`src/rtl/input_debouncer.sv`:
```
// Two-flop synchronizer plus stable-time filter FSM for a bouncy contact input.
// Optional saturating glitch statistics are built when DEBOUNCE_GLITCH_CNT_EN is defined.
module input_debouncer #(
  parameter int STABLE_CYCLES = 16
) (
  input  logic       clk,
  input  logic       reset,
  input  logic       raw_in,
  output logic       signal_out,
  output logic       rise_pulse,
  output logic       fall_pulse,
  output logic [7:0] glitch_count
);

  localparam int TW = $clog2(STABLE_CYCLES + 1);
  localparam logic [TW-1:0] LAST = TW'(STABLE_CYCLES - 1);
  localparam logic [TW-1:0] ONE  = TW'(1);

  typedef enum logic [1:0] {
    STABLE_LOW  = 2'd0,
    WAIT_HIGH   = 2'd1,
    STABLE_HIGH = 2'd2,
    WAIT_LOW    = 2'd3
  } state_t;

  state_t        state, state_nxt;
  logic [TW-1:0] timer, timer_nxt;
  logic          sync1, sync2;
  logic          sig_nxt, rise_nxt, fall_nxt;

  // raw_in is asynchronous; only sync2 may be looked at by the filter
  always_ff @(posedge clk or posedge reset) begin
    if (reset) begin
      sync1 <= 1'b0;
      sync2 <= 1'b0;
    end else begin
      sync1 <= raw_in;
      sync2 <= sync1;
    end
  end

  always_ff @(posedge clk or posedge reset) begin
    if (reset) begin
      state      <= STABLE_LOW;
      timer      <= '0;
      signal_out <= 1'b0;
      rise_pulse <= 1'b0;
      fall_pulse <= 1'b0;
    end else begin
      state      <= state_nxt;
      timer      <= timer_nxt;
      signal_out <= sig_nxt;
      rise_pulse <= rise_nxt;
      fall_pulse <= fall_nxt;
    end
  end

  always_comb begin
    state_nxt = state;
    timer_nxt = timer;
    sig_nxt   = signal_out;
    rise_nxt  = 1'b0;
    fall_nxt  = 1'b0;
    case (state)
      STABLE_LOW: begin
        if (sync2) begin
          state_nxt = WAIT_HIGH;
          timer_nxt = ONE;
        end else begin
          timer_nxt = '0;
        end
      end
      WAIT_HIGH: begin
        if (!sync2) begin
          state_nxt = STABLE_LOW;
          timer_nxt = '0;
        end else if (timer == LAST) begin
          state_nxt = STABLE_HIGH;
          timer_nxt = '0;
          sig_nxt   = 1'b1;
          rise_nxt  = 1'b1;
        end else begin
          timer_nxt = timer + ONE;
        end
      end
      STABLE_HIGH: begin
        if (!sync2) begin
          state_nxt = WAIT_LOW;
          timer_nxt = ONE;
        end else begin
          timer_nxt = '0;
        end
      end
      WAIT_LOW: begin
        if (sync2) begin
          state_nxt = STABLE_HIGH;
          timer_nxt = '0;
        end else if (timer == LAST) begin
          state_nxt = STABLE_LOW;
          timer_nxt = '0;
          sig_nxt   = 1'b0;
          fall_nxt  = 1'b1;
        end else begin
          timer_nxt = timer + ONE;
        end
      end
      default: begin
        state_nxt = STABLE_LOW;
        timer_nxt = '0;
        sig_nxt   = 1'b0;
      end
    endcase
  end

`ifdef DEBOUNCE_GLITCH_CNT_EN
  // a glitch is a wait abandoned by the input returning to the committed level
  logic glitch_evt;
  assign glitch_evt = ((state == WAIT_HIGH) && !sync2) || ((state == WAIT_LOW) && sync2);

  always_ff @(posedge clk or posedge reset) begin
    if (reset)
      glitch_count <= 8'd0;
    else if (glitch_evt && (glitch_count != 8'hFF))
      glitch_count <= glitch_count + 8'd1;
  end
`else
  assign glitch_count = 8'd0;
`endif

endmodule

```
`config.mk`:
```
export PLATFORM = sky130hd
export DESIGN_NAME = input_debouncer
export DESIGN_NICKNAME = d
export VERILOG_FILES = /design/src/rtl/input_debouncer.sv
export SDC_FILE = /design/constraint.sdc
export NUM_CORES = 1
export LEC_CHECK = 0
export CORE_MARGIN = 3
export CORE_UTILIZATION = 40
export CTS_BUF_LIST = sky130_fd_sc_hd__clkbuf_16
export DETAILED_ROUTE_END_ITERATION = 10
export GPL_TIMING_DRIVEN = 0
export PLACE_DENSITY = 0.72
export SETUP_SLACK_MARGIN = 0.02
export SLEW_MARGIN = 25
export SYNTH_ARGS = -nofsm -noshare
export SYNTH_HDL_FRONTEND = slang
export SYNTH_SLANG_ARGS = --single-unit
```
`constraint.sdc`:
```
create_clock -name clk -period 2.1 [get_ports clk]
set_input_delay 0.63 -clock clk [delete_from_list [all_inputs] [get_ports clk]]
set_output_delay 0.63 -clock clk [all_outputs]
set_load 0.02 [all_outputs]
```
==> results of run 1 <==
==> worst reg2reg max path, stage by stage, from the launching register on <==
cell     delay (ns)
dfrtp_1        0.38
ha_1           0.25
and4b_4        0.31
nand2_4        0.07
mux2_4         0.30
==> area by class of cell <==
cell class,count,share of cell area (%)
plain buffers,8,8.219
clock buffers,3,10.27
inverters,3,1.541
multi-input cells,33,29.62
flip-flops and latches,12,41.10
well taps,14,2.397
repair buffers,5,6.849
==> flip-flops by register name (all words and copies together), names as in the netlist, named ones only <==
register	count
timer	5
fall_pulse	1
rise_pulse	1
signal_out	1
state	1
sync1	1
sync2	1
==> final timing paths <==
check	startpoint	endpoint	slack [ns]	cells after the start
hold / removal	sync1	sync2	0.35	0
setup reg to reg	timer[0]	flip-flop	0.66	4
setup / recovery	signal_out	signal_out	0.26	1
hold reg to reg	sync1	sync2	0.35	0
max in group asynchronous	reset	rise_pulse	1.10	2
min in group asynchronous	reset	timer[0]	0.70	2
==> metrics by stage <==
step           power [W]  util, %
2_1_floorplan  0.0002825        -
3_3_place_gp   0.0002893    54.58
3_5_place_dp   0.0002900    54.58
4_1_cts        0.0006327    60.83
5_1_grt        0.0006510    60.83
6_report       0.0006272    60.83
==> power groups by stage <==
stage,clock network (W),logic (W),registers [W]
after CTS,0.000346,0.0000426,0.000244
after detailed placement,0,0.0000424,0.000248
final,0.000340,0.0000426,0.000245
after floorplan,0,0.0000363,0.000246
after global placement,0,0.0000420,0.000247
after global routing,0.000359,0.0000468,0.000245
==> layout by cell type, fill, tap and decap left out, types with 2 or more instances in the layout <==
cell type / count
nand3_1: 3
conb_1: 8
a21oi_1: 4
buf_4: 8
inv_1: 3
clkbuf_16: 3
xnor2_1: 2
dfrtp_1: 12
clkdlybuf4s50_1: 5
nand2_1: 2
nor3b_1: 2
nor2_1: 2
==> routing by layer <==
layer / up-vias / GRT usage, % / wire length (um)
li1: 178 / - / -
met2: 15 / 12.98 / 330
met4: 0 / 9.036 / 28
met3: 4 / 6.224 / 87
met5: - / 0 / 0
met1: 160 / 10.62 / 381
==> cell families (layout without fill, tap and decap cells) <==
family	count (synthesis)	in the layout
buf+inv	11	19
flops	12	12
mux	2	2
simple gates	14	14
compound gates	6	6
other cells	1	8
xor+xnor	2	2
fa+ha+maj	1	1
==> impl_metrics.env, run 1 <==
export IMPL_htreeDepth=1
export IMPL_start_util_pct=46.77
export IMPL_clk_pin_slew_worst_paths_ns=0.04
export IMPL_setup_viol=0
export IMPL_cts_root_buffer="clkbuf_16"
export IMPL_gr_total_overflow=0
export IMPL_grt_max_degree=13
export IMPL_fin_skew_ns=0.002191
export IMPL_p_int_w=0.0005040
export IMPL_final_cells=78
export IMPL_hold_class="flip-flop to flip-flop"
export IMPL_ir_worst_vdd_v=0.0006308
export IMPL_design_area_um2=730.7
export IMPL_fp_coreArea_um2=1201
export IMPL_cts_setup_buffers=0
export IMPL_globalplace_congestion=0.7458
export IMPL_diodes=0
export IMPL_synth_mux_area_share_pct=4.677
export IMPL_finalCritPeriodShare_pct=87.55
export IMPL_timing_final_hold_violations=0
export IMPL_slew_viol_final=0
export IMPL_p_sw_share_pct=19.65
export IMPL_first_global_vias=298
export IMPL_synth_top_area_cell="dfrtp_1"
export IMPL_syn_area_um2=561.8
export IMPL_cts_buffer_depth=2
export IMPL_hpwl_um=610.9
export IMPL_leakage_nw=0.3553
export IMPL_yosysMostFrequentCell="dfrtp_1"
export IMPL_die_w_um=43.48
export IMPL_num_io_pins=14
export IMPL_fill_cells=112
export IMPL_seqPwrFrac_pct=39.0
export IMPL_yosysWarnings=0
export IMPL_postCtsResizedCells=0
export IMPL_track_usage_pct=9.854
export IMPL_post_place_ws_ns=0.5157
export IMPL_yosysSeqAreaShare_pct=53.45
export IMPL_synth_async_reset_ratio_pct=100.0
export IMPL_antenna_found_initial=0
export IMPL_setup_slack_ns=0.2614
export IMPL_wirelength_um=828
export IMPL_cp_arrival_ns=1.21
export IMPL_cp_num_buf_inv=1
export IMPL_yosys_top_cells_count="dfrtp_1, buf_4, a21oi_1"
export IMPL_die_height_um=43.48
export IMPL_drt_iter0_drc=2
export IMPL_multiInputGateArea_um2=216.5
export IMPL_crit_family="buffers and inverters"
export IMPL_p_comb_share_pct=6.8
export IMPL_num_vias=357
export IMPL_drv_cap=0
export IMPL_synth_simple_area_share_pct=16.93
export IMPL_netlist_instances=49
export IMPL_register_area_um2=300.3
export IMPL_insertion_delay_ns=0.24
export IMPL_port_buffers=5
export IMPL_viasPerCell=4.577
export IMPL_routedWlPerCell_um=10.62
export IMPL_area_growth_pct=30.07
export IMPL_worstSetupPathType="flip-flop to output pin"
export IMPL_max_stage_delay_ns=0.62
export IMPL_die_area_um2=1890
export IMPL_status="complete, no violations"
export IMPL_cts_hold_buf=0
export IMPL_p_sw_w=0.0001232
export IMPL_synthXorXnorAreaFrac_pct=3.118
export IMPL_startpoint_type="flip-flop"
export IMPL_synth_adder_area_share_pct=2.227
export IMPL_max_clock_freq_mhz=543.9
export IMPL_nets=70
export IMPL_avgSynthCellArea_um2=11.47
export IMPL_grt_pass1_wl_um=1248
export IMPL_synth_distinct_cells=20
export IMPL_core_rowCount=12
export IMPL_synth_top_family_by_area="simple AND/OR/NAND/NOR gates"
export IMPL_cp_end_kind="output pin"
export IMPL_drive_gt1_share_pct=26.56
export IMPL_synth_seq_cells=12
export IMPL_placed_cells=75
export IMPL_ant_nets=0
export IMPL_period_minus_slack_ns=1.839
export IMPL_clock_sinks=12
export IMPL_synth_area_top_cells="dfrtp_1, buf_4, a21oi_1"
export IMPL_crit_required_ns=1.47
export IMPL_place_area_um2=655.6
export IMPL_fin_hold_ws_ns=0.3512
export IMPL_cts_tree="done"
export IMPL_synth_ff_type="dfrtp_1"
export IMPL_power_density_nw_per_um2=858.4
export IMPL_cts_buffers=3
export IMPL_worstPathMaxFanout=3
export IMPL_synth_edf_count=0
export IMPL_synth_compound_area_share_pct=6.236
export IMPL_drt_pass1_iter_count=4
export IMPL_cp_cell_sequence="clkdlybuf4s50_1"
export IMPL_drc=0
export IMPL_rsz0062_at_grt="false"
export IMPL_cp_slowest_cell="clkdlybuf4s50_1"
export IMPL_p_clk_share_pct=54.2
export IMPL_finalSetupTns_ns=0
export IMPL_yosysTopAreaCellShare_pct=53.45
(Power assumes the default switching activity.)
==> run 2: changes to the inputs <==
--- a/config.mk
+++ b/config.mk
@@ -9,7 +9,7 @@
 export CORE_UTILIZATION = 40
 export CTS_BUF_LIST = sky130_fd_sc_hd__clkbuf_16
 export DETAILED_ROUTE_END_ITERATION = 10
-export GPL_TIMING_DRIVEN = 0
+export GPL_TIMING_DRIVEN = 1
 export PLACE_DENSITY = 0.72
 export SETUP_SLACK_MARGIN = 0.02
 export SLEW_MARGIN = 25
==> run 2 against run 1 <==
Effect of this change:
- die area is the same
- sequential power about the same
- sequential cell count unchanged
- routed wire length fell by 3.3%
- clock power shrank 2%
- first-iteration DRC count is 100% higher
- clock skew is 0.00058 ns lower
- global-route usage rose by 0.26 points
- clock-buffer cell count did not move
- largest power group unchanged
==> impl_metrics.env, run 2 (same netlist as run 1, synthesis figures left out) <==
export IMPL_slew_viol_final=0
export IMPL_drt_pass1_iter_count=3
export IMPL_start_util_pct=46.77
export IMPL_drive_gt1_share_pct=16.07
export IMPL_nets=62
export IMPL_area_growth_pct=19.38
export IMPL_ant_nets=0
export IMPL_track_usage_pct=10.11
export IMPL_holdPathEnd="sync2"
export IMPL_timing_rr_start="timer[0]"
export IMPL_drv_cap=0
export IMPL_final_common_cell="dfrtp_1"
export IMPL_status="complete, no violations"
export IMPL_finalSetupTns_ns=0
export IMPL_max_stage_delay_ns=0.61
export IMPL_worstRegToRegCells=4
export IMPL_cts_root_buffer="clkbuf_16"
export IMPL_gr_total_overflow=0
export IMPL_num_io_pins=14
export IMPL_hold_class="flip-flop to flip-flop"
export IMPL_grt_max_degree=13
export IMPL_fin_skew_ns=0.001609
export IMPL_crit_required_ns=1.47
export IMPL_htreeDepth=1
export IMPL_worstHoldPathCells=0
export IMPL_cts_buffer_depth=2
export IMPL_power_density_nw_per_um2=907.8
export IMPL_largest_reg_flops=5
export IMPL_p_sw_w=0.0001152
export IMPL_p_sw_share_pct=18.93
export IMPL_min_from="sync1"
export IMPL_p_comb_share_pct=5.1
export IMPL_cts_tree="done"
export IMPL_insertion_delay_ns=0.23
export IMPL_p_clk_share_pct=54.7
export IMPL_cts_hold_buf=0
export IMPL_cp_cell_sequence="clkdlybuf4s50_1"
export IMPL_rsz0062_at_grt="false"
export IMPL_fp_coreArea_um2=1201
export IMPL_setup_viol=0
export IMPL_finalCritPeriodShare_pct=86.93
export IMPL_hpwl_um=542.5
export IMPL_seqPwrFrac_pct=40.2
export IMPL_routedWlPerCell_um=11.44
export IMPL_period_minus_slack_ns=1.826
export IMPL_clock_sinks=12
export IMPL_worstPathMaxFanout=3
export IMPL_drc=0
export IMPL_rrSetupSlack_ns=0.67
export IMPL_cp_num_buf_inv=1
export IMPL_core_rowCount=12
export IMPL_antenna_found_initial=0
export IMPL_cp_end_kind="output pin"
export IMPL_placed_cells=67
export IMPL_cts_buffers=3
export IMPL_grt_pass1_wl_um=1283
export IMPL_cp_arrival_ns=1.20
export IMPL_layout_common_cells="dfrtp_1, conb_1, clkdlybuf4s50_1"
export IMPL_die_area_um2=1890
export IMPL_final_cells=70
export IMPL_postCtsResizedCells=0
export IMPL_first_global_vias=287
export IMPL_wirelength_um=801
export IMPL_die_w_um=43.48
export IMPL_diodes=0
export IMPL_max_clock_freq_mhz=547.8
export IMPL_clk_pin_slew_worst_paths_ns=0.04
export IMPL_leakage_nw=0.3116
export IMPL_p_int_w=0.0004936
export IMPL_startpoint_type="flip-flop"
export IMPL_die_height_um=43.48
export IMPL_viasPerCell=4.643
export IMPL_fin_util_pct=55.83
export IMPL_ir_worst_vdd_v=0.0006975
export IMPL_timing_final_hold_violations=0
export IMPL_regMostFlops="timer"
export IMPL_port_buffers=5
export IMPL_cts_setup_buffers=0
export IMPL_num_vias=325
export IMPL_worstSetupPathType="flip-flop to output pin"
export IMPL_cp_slowest_cell="clkdlybuf4s50_1"
export IMPL_globalplace_congestion=0.7019
export IMPL_crit_family="buffers and inverters"
export IMPL_drt_iter0_drc=4
[run 2: changes by cell type in the layout (fill, tap and decap cells not counted), sizes merged]
cell  previous run  this run
buf              8         0
[run 2: per-layer routing]
| metal | vias up | part of all wire, % | track usage [%] | wire length, um |
|---|---|---|---|---|
| li1 | 162 | - | - | - |
| met1 | 145 | 48 | 14.25 | 384 |
| met2 | 14 | 40 | 10.62 | 317 |
| met3 | 4 | 6.5 | 1.245 | 52 |
| met4 | 0 | 5.7 | 14.46 | 46 |
| met5 | - | 0 | 0 | 0 |
[run 2: layout make-up]
| type | instances | area, um^2 |
|---|---|---|
| fillers | 102 | 530.5 |
| flip-flops and latches | 12 | 300.3 |
| multi-input cells | 33 | 216.5 |
| clock buffers | 3 | 75.07 |
| repair buffers | 5 | 50.05 |
| well taps | 14 | 17.52 |
| inverters | 3 | 11.26 |
[run 2: power by group through the flow]
stage	Combinational [W]	Clock, W	Sequential, W
2_1_floorplan	0.0000363	0	0.000246
3_5_place_dp	0.0000309	0	0.000248
4_1_cts	0.0000312	0.000341	0.000245
3_3_place_gp	0.0000307	0	0.000247
5_1_grt	0.0000346	0.000353	0.000245
6_report	0.0000309	0.000333	0.000245
[run 2: how the worst max path moves through the flow]
stage               start         end  slack [ns]  cells after the start
2_1_floorplan    timer[0]   flip-flop        0.75                      4
3_3_place_gp   signal_out  signal_out        0.52                      1
3_5_place_dp   signal_out  signal_out        0.52                      1
4_1_cts        signal_out  signal_out        0.26                      1
5_1_grt        signal_out  signal_out        0.25                      1
6_report       signal_out  signal_out        0.27                      1
[run 2: metrics by stage]
stage | total power [W] | area [um^2] | hold WS [ns] | setup WS, ns
after global placement | 0.0002781 | 595.6 | 0.3323 | 0.5208
final | 0.0006088 | 670.6 | 0.3441 | 0.2745
after detailed placement | 0.0002787 | 595.6 | 0.3355 | 0.5224
after floorplan | 0.0002825 | 588.1 | 0.3312 | 0.7532
after CTS | 0.0006164 | 670.6 | 0.3445 | 0.2616
after global routing | 0.0006329 | 670.6 | 0.3487 | 0.2467
==> run 3: changes to the inputs <==
--- a/config.mk
+++ b/config.mk
@@ -10,7 +10,7 @@
 export CTS_BUF_LIST = sky130_fd_sc_hd__clkbuf_16
 export DETAILED_ROUTE_END_ITERATION = 10
 export GPL_TIMING_DRIVEN = 1
-export PLACE_DENSITY = 0.72
+export PLACE_DENSITY = 0.71
 export SETUP_SLACK_MARGIN = 0.02
 export SLEW_MARGIN = 25
 export SYNTH_ARGS = -nofsm -noshare
==> run 3 against run 2 <==
Effect of this change:
- clock-buffer cell count unchanged
- core utilization unchanged
- sequential cell count unchanged
- routed wire length up 5.2%
- final cell count unchanged
- critical path type unchanged
- highest routed layer is now met3
==> impl_metrics.env, run 3 (same netlist as run 1, synthesis figures left out) <==
export IMPL_status="complete, no violations"
export IMPL_layout_common_cells="dfrtp_1, conb_1, clkdlybuf4s50_1"
export IMPL_start_util_pct=46.77
export IMPL_slew_viol_final=0
export IMPL_drt_pass1_iter_count=3
export IMPL_die_area_um2=1890
export IMPL_wirelength_um=843
export IMPL_total_power_w=0.0006083
export IMPL_globalplace_congestion=0.7005
export IMPL_cts_buffer_depth=2
export IMPL_drive_gt1_share_pct=16.07
export IMPL_cp_slowest_cell="clkdlybuf4s50_1"
export IMPL_holdPathEnd="sync2"
export IMPL_crit_family="buffers and inverters"
export IMPL_insertion_delay_ns=0.23
export IMPL_place_area_um2=595.6
export IMPL_min_from="sync1"
export IMPL_cts_tree="done"
export IMPL_crit_required_ns=1.47
export IMPL_timing_rr_start="timer[0]"
export IMPL_first_global_vias=300
export IMPL_grt_met2_usage_pct=15.63
export IMPL_clock_sinks=12
export IMPL_fin_skew_ns=0.002564
export IMPL_ir_worst_vdd_v=0.0006067
export IMPL_core_rowCount=12
export IMPL_cp_num_buf_inv=1
export IMPL_routedWlPerCell_um=12.04
export IMPL_use_met3_pct=7.469
export IMPL_die_height_um=43.48
export IMPL_timing_final_hold_violations=0
export IMPL_largest_reg_flops=5
export IMPL_diodes=0
export IMPL_worstRegToRegCells=4
export IMPL_cts_root_buffer="clkbuf_16"
export IMPL_port_buffers=5
export IMPL_grt_pass1_wl_um=1352
export IMPL_finalCritPeriodShare_pct=87.12
export IMPL_hold_class="flip-flop to flip-flop"
export IMPL_cp_arrival_ns=1.20
export IMPL_rrSetupSlack_ns=0.65
export IMPL_setup_viol=0
export IMPL_final_cells=70
export IMPL_fp_coreArea_um2=1201
export IMPL_busiest_layer="met2"
export IMPL_design_area_um2=670.6
export IMPL_antenna_found_initial=0
export IMPL_cp_cell_sequence="clkdlybuf4s50_1"
export IMPL_worstSetupPathType="flip-flop to output pin"
export IMPL_placed_cells=67
export IMPL_drc=0
export IMPL_worstPathMaxFanout=3
export IMPL_grt_max_degree=13
export IMPL_num_vias=332
export IMPL_drv_cap=0
export IMPL_leakage_nw=0.3116
export IMPL_num_io_pins=14
export IMPL_die_w_um=43.48
export IMPL_htreeDepth=1
export IMPL_final_common_cell="dfrtp_1"
export IMPL_area_growth_pct=19.38
export IMPL_cts_setup_buffers=0
export IMPL_postCtsResizedCells=0
export IMPL_power_density_nw_per_um2=907.1
export IMPL_cp_end_kind="output pin"
export IMPL_worstHoldPathCells=0
export IMPL_nets=62
export IMPL_finalSetupTns_ns=0
export IMPL_ant_nets=0
export IMPL_rsz0062_at_grt="false"
export IMPL_gr_usage_met1_pct=11.69
export IMPL_cts_buffers=3
export IMPL_clk_pin_slew_worst_paths_ns=0.04
export IMPL_startpoint_type="flip-flop"
export IMPL_max_clock_freq_mhz=546.6
export IMPL_track_usage_pct=10.46
export IMPL_hpwl_um=609.2
export IMPL_cts_hold_buf=0
export IMPL_gr_total_overflow=0
export IMPL_viasPerCell=4.743
export IMPL_regMostFlops="timer"
export IMPL_drt_iter0_drc=9
export IMPL_period_minus_slack_ns=1.830
export IMPL_max_stage_delay_ns=0.61
==> run 3: cell counts in the layout (fill, tap and decap cells not counted) <==
Identical to the previous run, type by type.
==> run 3: how the worst max path moves through the flow <==
stage	startpoint	end	depth (start not counted)
after floorplan	timer[0]	flip-flop	4
after global placement	signal_out	signal_out	1
after detailed placement	signal_out	signal_out	1
after CTS	signal_out	signal_out	1
after global routing	signal_out	signal_out	1
final	signal_out	signal_out	1
==> run 3: where the power goes <==
part           internal (W)  switching [W]   total, W  leakage (nW)
Sequential         0.000238     0.00000708   0.000245         0.158
Clock              0.000247      0.0000851   0.000332        0.0370
Combinational    0.00000922      0.0000225  0.0000318         0.116
==> run 3: area by class of cell <==
class                           count  area, um^2
Inverter                            3       11.26
Multi-Input combinational cell     33       216.5
Timing Repair Buffer                5       50.05
Fill cell                         105       530.5
Tap cell                           14       17.52
Sequential cell                    12       300.3
Clock buffer                        3       75.07
==> run 3: metal layers <==
metal | wire length, um | vias up
li1 | - | 163
met1 | 373 | 152
met2 | 378 | 17
met3 | 92 | 0
met4 | 0 | 0
met5 | 0 | -
==> run 3: through the flow <==
step / util (%) / hold slack [ns] / worst slack (ns)
3_3_place_gp: 49.58 / 0.3323 / 0.5204
6_report: 55.83 / 0.3441 / 0.2705
2_1_floorplan: - / 0.3312 / 0.7532
3_5_place_dp: 49.58 / 0.3356 / 0.5220
4_1_cts: 55.83 / 0.3444 / 0.2626
5_1_grt: 55.83 / 0.3633 / 0.2398
